File: src/rtl/fifo_axi_beat_reader_pkg.sv
// Shared types for the crossbar beat reader: FSM state, beat record and buffer sizing.
// Widths here define the beat_t layout used by the top and the output buffer.
package fifo_axi_beat_reader_pkg;

    localparam int DATA_W    = 16;
    localparam int ID_W      = 4;
    localparam int LEN_W     = 8;
    localparam int BUF_DEPTH = 2;

    typedef enum logic {
        IDLE  = 1'b0,
        BURST = 1'b1
    } state_e;

    typedef struct packed {
        logic [DATA_W-1:0] data;
        logic [ID_W-1:0]   id;
        logic              last;
    } beat_t;

    typedef logic [1:0] occ_t;

endpackage

File: src/rtl/fifo_axi_beat_reader_if.sv
// Command, FIFO-side and beat-stream signals of the beat reader.
// master = the reader itself, slave = the surrounding crossbar / testbench.
interface fifo_axi_beat_reader_if
    import fifo_axi_beat_reader_pkg::*;
#(
    parameter int DATA_WIDTH = DATA_W,
    parameter int ID_WIDTH   = ID_W,
    parameter int LEN_WIDTH  = LEN_W
) ();

    logic                  cmd_valid;
    logic                  cmd_ready;
    logic [LEN_WIDTH-1:0]  cmd_len;
    logic [ID_WIDTH-1:0]   cmd_id;

    logic                  fifo_empty;
    logic [DATA_WIDTH-1:0] fifo_data;
    logic                  fifo_pull;

    logic                  m_valid;
    logic                  m_ready;
    logic [DATA_WIDTH-1:0] m_data;
    logic [ID_WIDTH-1:0]   m_id;
    logic                  m_last;

    modport master (
        input  cmd_valid, cmd_len, cmd_id, fifo_empty, fifo_data, m_ready,
        output cmd_ready, fifo_pull, m_valid, m_data, m_id, m_last
    );

    modport slave (
        output cmd_valid, cmd_len, cmd_id, fifo_empty, fifo_data, m_ready,
        input  cmd_ready, fifo_pull, m_valid, m_data, m_id, m_last
    );

endinterface

File: src/rtl/fifo_axi_beat_reader_skid.sv
// Two-entry registered beat buffer between the FIFO pull side and the AXI-style output.
// Head contents only change on a read, so a presented beat stays stable until taken.
module beat_skid_buf
    import fifo_axi_beat_reader_pkg::*;
(
    input  logic  clk,
    input  logic  rst,
    input  logic  wr_i,
    input  beat_t wr_beat_i,
    input  logic  rd_i,
    output beat_t rd_beat_o,
    output occ_t  occ_o
);

    beat_t mem_q [BUF_DEPTH];
    logic  wr_ptr_q, wr_ptr_d;
    logic  rd_ptr_q, rd_ptr_d;
    occ_t  occ_q, occ_d;
    logic  wr_en, rd_en;

    assign wr_en = wr_i && (occ_q != 2'd2);
    assign rd_en = rd_i && (occ_q != 2'd0);

    always_comb begin
        wr_ptr_d = wr_ptr_q;
        rd_ptr_d = rd_ptr_q;
        occ_d    = occ_q;
        if (wr_en) begin
            wr_ptr_d = ~wr_ptr_q;
        end
        if (rd_en) begin
            rd_ptr_d = ~rd_ptr_q;
        end
        case ({wr_en, rd_en})
            2'b10:   occ_d = occ_q + 2'd1;
            2'b01:   occ_d = occ_q - 2'd1;
            default: occ_d = occ_q;
        endcase
    end

    always_ff @(posedge clk) begin
        if (rst) begin
            wr_ptr_q <= 1'b0;
            rd_ptr_q <= 1'b0;
            occ_q    <= '0;
            for (int i = 0; i < BUF_DEPTH; i++) begin
                mem_q[i] <= '0;
            end
        end else begin
            wr_ptr_q <= wr_ptr_d;
            rd_ptr_q <= rd_ptr_d;
            occ_q    <= occ_d;
            if (wr_en) begin
                mem_q[wr_ptr_q] <= wr_beat_i;
            end
        end
    end

    // An empty buffer presents an all-zero beat rather than stale contents.
    assign rd_beat_o = (occ_q != 2'd0) ? mem_q[rd_ptr_q] : '0;
    assign occ_o     = occ_q;

endmodule

File: src/rtl/fifo_axi_beat_reader.sv
// Drains a sync FIFO into an id/last tagged valid/ready beat stream, one burst command at a time.
// fifo_pull looks only at registered buffer occupancy, never at m_ready.
module fifo_axi_beat_reader
    import fifo_axi_beat_reader_pkg::*;
#(
    parameter int DATA_WIDTH = DATA_W,
    parameter int ID_WIDTH   = ID_W,
    parameter int LEN_WIDTH  = LEN_W
) (
    input  logic                   aclk,
    input  logic                   aresetn,
    input  logic                   srst,
    fifo_axi_beat_reader_if.master bus
);

    state_e                state_q, state_d;
    logic [LEN_WIDTH-1:0]  len_q, len_d;
    logic [LEN_WIDTH-1:0]  cnt_q, cnt_d;
    logic [ID_WIDTH-1:0]   id_q, id_d;
    logic [DATA_WIDTH-1:0] pull_data;

    logic  rst;
    logic  cmd_ready;
    logic  cmd_fire;
    logic  pull;
    logic  last_pull;
    occ_t  occ;
    beat_t wr_beat;
    beat_t head_beat;

    assign rst       = !aresetn || srst;
    assign cmd_fire  = bus.cmd_valid && cmd_ready;
    assign last_pull = (cnt_q == len_q);
    assign pull_data = bus.fifo_data;

    always_ff @(posedge aclk) begin
        if (rst) begin
            state_q <= IDLE;
        end else begin
            state_q <= state_d;
        end
    end

    always_comb begin
        state_d = state_q;
        case (state_q)
            IDLE:    if (cmd_fire)          state_d = BURST;
            BURST:   if (pull && last_pull) state_d = IDLE;
            default:                        state_d = IDLE;
        endcase
    end

    // Reset gates both handshakes so nothing is consumed in the clearing cycle.
    always_comb begin
        cmd_ready = 1'b0;
        pull      = 1'b0;
        case (state_q)
            IDLE:    cmd_ready = !rst;
            BURST:   pull      = !rst && !bus.fifo_empty && (occ != 2'd2);
            default: ;
        endcase
    end

    always_comb begin
        len_d = len_q;
        id_d  = id_q;
        cnt_d = cnt_q;
        if (cmd_fire) begin
            len_d = bus.cmd_len;
            id_d  = bus.cmd_id;
            cnt_d = '0;
        end else if (pull) begin
            cnt_d = cnt_q + 1'b1;
        end
    end

    always_ff @(posedge aclk) begin
        if (rst) begin
            len_q <= '0;
            id_q  <= '0;
            cnt_q <= '0;
        end else begin
            len_q <= len_d;
            id_q  <= id_d;
            cnt_q <= cnt_d;
        end
    end

    assign wr_beat = '{data: pull_data, id: id_q, last: last_pull};

    beat_skid_buf u_buf (
        .clk       (aclk),
        .rst       (rst),
        .wr_i      (pull),
        .wr_beat_i (wr_beat),
        .rd_i      (bus.m_ready),
        .rd_beat_o (head_beat),
        .occ_o     (occ)
    );

    assign bus.cmd_ready = cmd_ready;
    assign bus.fifo_pull = pull;
    assign bus.m_valid   = (occ != 2'd0);
    assign bus.m_data    = head_beat.data;
    assign bus.m_id      = head_beat.id;
    assign bus.m_last    = head_beat.last;

endmodule
File: src/flat_wrapper.sv
// flat-port wrapper written by rule: the top's interface ports become plain ports
module fifo_axi_beat_reader_flat import fifo_axi_beat_reader_pkg::*;
#(
    parameter int DATA_WIDTH = DATA_W,
    parameter int ID_WIDTH   = ID_W,
    parameter int LEN_WIDTH  = LEN_W
)
  (aclk, aresetn, srst, bus_cmd_valid, bus_cmd_len, bus_cmd_id, bus_fifo_empty, bus_fifo_data, bus_m_ready, bus_cmd_ready, bus_fifo_pull, bus_m_valid, bus_m_data, bus_m_id, bus_m_last);
  fifo_axi_beat_reader_if #(.DATA_WIDTH(DATA_WIDTH), .ID_WIDTH(ID_WIDTH), .LEN_WIDTH(LEN_WIDTH)) bus_i ();
  input  logic aclk;
  input  logic aresetn;
  input  logic srst;
  input wire logic [$bits(bus_i.cmd_valid)-1:0] bus_cmd_valid;
  input wire logic [$bits(bus_i.cmd_len)-1:0] bus_cmd_len;
  input wire logic [$bits(bus_i.cmd_id)-1:0] bus_cmd_id;
  input wire logic [$bits(bus_i.fifo_empty)-1:0] bus_fifo_empty;
  input wire logic [$bits(bus_i.fifo_data)-1:0] bus_fifo_data;
  input wire logic [$bits(bus_i.m_ready)-1:0] bus_m_ready;
  output wire logic [$bits(bus_i.cmd_ready)-1:0] bus_cmd_ready;
  output wire logic [$bits(bus_i.fifo_pull)-1:0] bus_fifo_pull;
  output wire logic [$bits(bus_i.m_valid)-1:0] bus_m_valid;
  output wire logic [$bits(bus_i.m_data)-1:0] bus_m_data;
  output wire logic [$bits(bus_i.m_id)-1:0] bus_m_id;
  output wire logic [$bits(bus_i.m_last)-1:0] bus_m_last;
  assign bus_i.cmd_valid = bus_cmd_valid;
  assign bus_i.cmd_len = bus_cmd_len;
  assign bus_i.cmd_id = bus_cmd_id;
  assign bus_i.fifo_empty = bus_fifo_empty;
  assign bus_i.fifo_data = bus_fifo_data;
  assign bus_i.m_ready = bus_m_ready;
  assign bus_cmd_ready = bus_i.cmd_ready;
  assign bus_fifo_pull = bus_i.fifo_pull;
  assign bus_m_valid = bus_i.m_valid;
  assign bus_m_data = bus_i.m_data;
  assign bus_m_id = bus_i.m_id;
  assign bus_m_last = bus_i.m_last;
  fifo_axi_beat_reader #(.DATA_WIDTH(DATA_WIDTH), .ID_WIDTH(ID_WIDTH), .LEN_WIDTH(LEN_WIDTH)) u_core (.aclk(aclk), .aresetn(aresetn), .srst(srst), .bus(bus_i));
endmodule
File: config.mk
export PLATFORM = sky130hd
export DESIGN_NAME = fifo_axi_beat_reader_flat
export DESIGN_NICKNAME = d
export VERILOG_FILES = /design/src/rtl/fifo_axi_beat_reader_pkg.sv /design/src/rtl/fifo_axi_beat_reader_if.sv /design/src/rtl/fifo_axi_beat_reader_skid.sv /design/src/rtl/fifo_axi_beat_reader.sv /design/src/flat_wrapper.sv
export SDC_FILE = /design/constraint.sdc
export NUM_CORES = 1
export LEC_CHECK = 0
export BUFFER_PORTS_ARGS = -buffer_cell sky130_fd_sc_hd__buf_2
export CAP_MARGIN = 20
export CORE_UTILIZATION = 25
export DETAILED_ROUTE_END_ITERATION = 16
export PLACE_DENSITY = 0.42
export SLEW_MARGIN = 10
export SYNTH_ARGS = -nofsm -noshare
export SYNTH_HDL_FRONTEND = slang
export SYNTH_HIERARCHICAL = 1
export SYNTH_SLANG_ARGS = --single-unit
File: constraint.sdc
create_clock -name aclk -period 2.8 [get_ports aclk]
set_input_delay 0.14 -clock aclk [delete_from_list [all_inputs] [get_ports aclk]]
set_output_delay 0.14 -clock aclk [all_outputs]
set_load 0.1 [all_outputs]
# [Word-level counts from Yosys, hierarchy flattened]
# Memories as Yosys holds them, arrays and structs flattened. A register that Yosys moved wholly into a read port is not among the register bits.
# Cells that the tools add are included.
[classes] addsub=3 eq_ne=4 mux=17 bitwise=3 n_reduce_logical=14
[op_table] op="21-bit 2-to-1 mux" count=2
[op_table] op="21-bit OR reduction" count=1
[op_table] op="1-bit 2-to-1 mux" count=13
[op_table] op="8-bit by 1-bit adder with 8-bit output, second input constant" count=1
[op_table] op="8-bit == test" count=1
[op_table] op="1-bit logical AND" count=6
[op_table] op="2-bit one-hot mux with 2 select lines" count=1
[op_table] op="2-bit nonzero test" count=2
[op_table] op="1-bit logical NOT" count=3
[op_table] op="1-bit NOT" count=3
[op_table] op="2-bit by 1-bit adder with 2-bit output, second input constant" count=1
[op_table] op="2-bit by 1-bit == test with 1-bit output, second input constant" count=1
[op_table] op="2-bit == test, second input constant" count=1
[op_table] op="2-bit inequality test, second input constant" count=1
[op_table] op="1-bit one-hot mux with 2 select lines" count=1
[op_table] op="2-bit OR reduction" count=1
[op_table] op="2-bit by 1-bit subtractor with 2-bit output, second input constant" count=1
[op_table] op="1-bit logical OR" count=1
[totals] reg_bits=25 ramBits=42 out_inout_bits=24 elab_cells=49 n_memories=1
[mem_list] memory="u_core.u_buf.mem_q" words=2 width=21 read_ports=1 rd_clocked_by_memory_dff=1 write_ports=2 line_no="fifo_axi_beat_reader_skid.sv:15" text="beat_t mem_q [BUF_DEPTH];"

# [Logic depth before layout (Yosys ltp)]
[depth] depth_word=12 mapped_depth=8 ltp_nobuf=7

# [Cells and area by module]
# Netlist, hierarchy kept.
[modules_own_cells] module="beat_skid_buf" n_inst=1 cells_each=185 area_each_um2=2132.0 seq_area_each_um2=1361.3
[modules_own_cells] module="fifo_axi_beat_reader" n_inst=1 cells_each=116 area_each_um2=960.9 seq_area_each_um2=420.4

# [Worst setup path after synthesis]
# OpenSTA, ideal clock, no wires.
[synth_path] path_kind="reg2reg" start="reg u_core.u_buf.occ_q[0] (netlist: u_core/u_buf/occ_o[0])" end="mem u_core/u_buf/mem_q[1][0] in the netlist's numbering, enable pin" setup_time_ps=381 arrival_ps=2690 t_required_ps=2419 setup_slack_ps=-271 path_stages_with_launch=6 n_path_buf=1 period_less_slack_ps=3071 path_cell_list="dfxtp_1 -> nand2b_1 -> and3_2 -> clkbuf_1 -> nand3_1 -> nand2b_1"
[synth_rtl] item="from (decl)" line_no="fifo_axi_beat_reader_skid.sv:18" text="occ_t occ_q, occ_d;"
[synth_rtl] item="from (signal assigned)" line_no="fifo_axi_beat_reader_skid.sv:45" text="occ_q <= '0;"
[synth_rtl] item="from (signal assigned)" line_no="fifo_axi_beat_reader_skid.sv:52" text="occ_q <= occ_d;"
[synth_rtl] item="to (decl)" line_no="fifo_axi_beat_reader_skid.sv:15"

==> impl_metrics.yaml <==
outcome:
  status: "finished clean"
synth:
  syn-num-nets: 337
  syn_avg_cell_area_um2: 10.3
  ys_seq_area_share_pct: 57.6
  async_flop_share_pct: 0
  synthAdderAreaFrac_pct: 0.809
  yosys.area.top_type: "edfxtp_1"
  synth_top_family_by_area: "simple AND/OR/NAND/NOR gates"
  ys_ff_latch: 68
  ys.flop_type: "edfxtp_1"
  synth.most_common_cell: "nor2_1"
  synth_top_area_share_pct: 40.8
  yosys.area_share.simple_pct: 22.9
  synth_compound_area_share_pct: 5.02
  synth_edf_count: 42
  yosys_warnings: 6
  yosys-mux-area-fraction_pct: 7.12
  synth_commonest_cells: "74 x nor2_1, 42 x edfxtp_1, 28 x nand2_1, 26 x dfxtp_1, 25 x nand2b_1"
  synthXorXnorAreaFrac_pct: 3.68
  netlist_instances: 301
  synth_area_leaders: "edfxtp_1 41%, dfxtp_1 17%, nor2_1 9.0%"
  netlist-cell-type-count: 33
  synth.cell_area_mm2: 0.00309
timing:
  worstMarginPinSlew_ns: 0.827
  setup_viol: 0
  max_slew_margin_pct: 44.8
  worst_slack_ns: 0.753
  clock.fmax_mhz: 489
  skew_ns: 0.00365
  rsz0062_at_grt: "false"
  final.period_utilization_pct: 73.1
  finalMaxSlewViolations: 0
  hold_viol_final: 0
  fin_tns_setup_ns: 0
  period_minus_slack_ns: 2.05
worst_setup_path:
  worstPathArrival_ns: 2.08
  cp_cell_sequence: "nand2b_1 > and3_2 > nand3_1 > nand2b_1 > buf_12"
  endpoint_kind: "flop"
  crit_fanout: 14
  critical_path.max_stage_delay_ns: 0.48
  r2r-start: "u_core/u_buf/occ_o[0]$_SDFFE_PP0P_"
  crit_start: "u_core/u_buf/occ_o[0]$_SDFFE_PP0P_"
  cpMostUsedCell: "nand2b_1"
  cp.required_ns: 2.83
  cp_slowest_cell: "dfxtp_1"
  timing.rr.end: "u_core/u_buf/mem_q[1][8]$_SDFFCE_PN0P_"
  reg2reg_setup_slack_ns: 0.75
  reg2regPathDepth: 5
  criticalPathCategory: "reg2reg"
  critPathLaunchType: "flop"
finish:
  num_antenna_cells: 0
  nets: 394
  drive_gt1_share_pct: 24.8
  fin_area_mm2: 0.00388
  syn_to_final_growth_pct: 25.3
  final.fill_count: 1247
  final_util_pct: 32.3
  multi_input_area_mm2: 0.00123
  stdcell_count: 510
  register_area_mm2: 0.00178
die:
  num_rows: 40
  io_pins: 58
  die-width_um: 113
  start_util_pct: 25.7
  dieArea_mm2: 0.0128
  core_area_mm2: 0.0120
  die_h_um: 113
routing:
  wl_met1_mm: 3.40
  top_layer_used: "met4"
  postRouteWirelength_mm: 6.62
  wire_per_inst_um: 13.0
  dr_total_vias: 2151
  remaining_drc_errors: 0
  drt_pre_antenna_iters: 4
  met3WireLength_um: 302
  drt_iter0_drc: 77
  ant_nets: 0
  vias_per_cell: 4.22
  wl_met2_mm: 2.85
clock_tree:
  path_clk_slew_ns: 0.06
  cts_root_buf: "clkbuf_16"
  clkLatencyLatePin_ns: 0.32
  cts_resized: 0
  numCtsBuffers: 9
  cts_tree: "done"
  postCtsSetupBuffers: 0
  htreeDepth: 3
  hold_buffers: 0
  clk_path_buf_depth: 2
  cts.sink_count: 68
worst_hold_path:
  min_from: "bus_cmd_len[5]"
  min_to: "u_core/len_q[5]$_SDFFE_PP0P_"
  hold_depth: 3
  hp-class: "in2reg"
grt:
  grt_usage_pct: 11.1
  grt_pass1_wl_mm: 10.9
  antenna_found_initial: 0
  grt_max_degree: 29
  first_global_vias: 2107
  grt_overflow: 0
run:
  drv_cap: 0
power:
  p_per_area_mw_per_mm2: 623
  p_leak_nw: 1.40
  vdd_drop_max_uv: 378
placement:
  pre_cts_ws_ns: 0.733
  io_buffers: 57
  place_area_mm2: 0.00356
  gp_congestion: 0.731
  dp_hpwl_mm: 4.39
  dp.cells: 494
-- stage by stage --
step,power [mW],hold slack (ns)
2_1_floorplan,1.20,0.249
3_3_place_gp,1.25,0.334
3_5_place_dp,1.25,0.340
4_1_cts,2.47,0.00210
5_1_grt,2.52,0.00894
6_report,2.41,0.0138
-- registers in the layout, summed over array words and instances, names as in the netlist, named ones only --
signal / flops
u_core/u_buf/mem_q: 42
u_core/cnt_q: 8
u_core/len_q: 8
u_core/id_q: 4
u_core/u_buf/occ_o: 2
u_core/state_q: 1
u_core/u_buf/rd_ptr_q: 1
u_core/u_buf/wr_ptr_q: 1
-- routing by layer --
metal	vias up	global-route usage, %
li1	1136	-
met1	957	15.0
met2	54	17.0
met3	4	3.86
met4	0	2.89
met5	-	0
-- cells in the final DEF, fill, tap and decap left out, types with 3 or more instances in the layout --
master	n
a21oi_1	7
buf_2	57
buf_4	4
clkbuf_16	9
dfxtp_1	26
edfxtp_1	42
inv_1	3
mux2i_1	22
nand2_1	28
nand2b_1	25
nand4_1	5
nor2_1	73
o21ai_0	16
o31ai_1	3
xnor2_1	10
xor2_1	3
-- area by class of cell --
class	instances	area share (%)
inverter	3	0.291
clock inverter	6	2.29
tap	147	4.74
sequential	68	46.0
clock buffer	10	5.91
multi-input combinational	213	31.6
timing repair buffer	63	9.17
-- worst max-delay path, delay by kind of cell (launching register included) --
kind | cells | cell delay, ns
buf+inv | 1 | 0.22
flops | 1 | 0.48
simple gates | 4 | 1.05
-- how the worst max path moves through the flow --
stage,endpoint,cells past startpoint
2_1_floorplan,u_core/u_buf/mem_q[1][0]$_SDFFCE_PN0P_,5
3_3_place_gp,u_core/u_buf/mem_q[1][10]$_SDFFCE_PN0P_,5
3_5_place_dp,u_core/u_buf/mem_q[1][12]$_SDFFCE_PN0P_,5
4_1_cts,u_core/u_buf/mem_q[1][8]$_SDFFCE_PN0P_,5
5_1_grt,bus_m_data[6],3
6_report,u_core/u_buf/mem_q[1][8]$_SDFFCE_PN0P_,5
-- where the power goes --
group	leakage (nW)	switching [mW]	internal, mW
Clock	0.149	0.407	0.779
Combinational	0.571	0.0738	0.0485
Sequential	0.679	0.0114	1.09
-- cells by family (layout without fill, tap and decap cells) --
| kind of cell | after synthesis | count (layout) |
|---|---|---|
| AO/OA/AOI/OAI | 28 | 28 |
| flip-flops | 68 | 68 |
| AND/OR/NAND/NOR | 148 | 148 |
| multiplexers | 22 | 22 |
| adder cells (fa/ha/maj) | 2 | 2 |
| buffers and inverters | 20 | 82 |
| XOR/XNOR | 13 | 13 |
No activity file was read; power rests on OpenSTA's default activity.
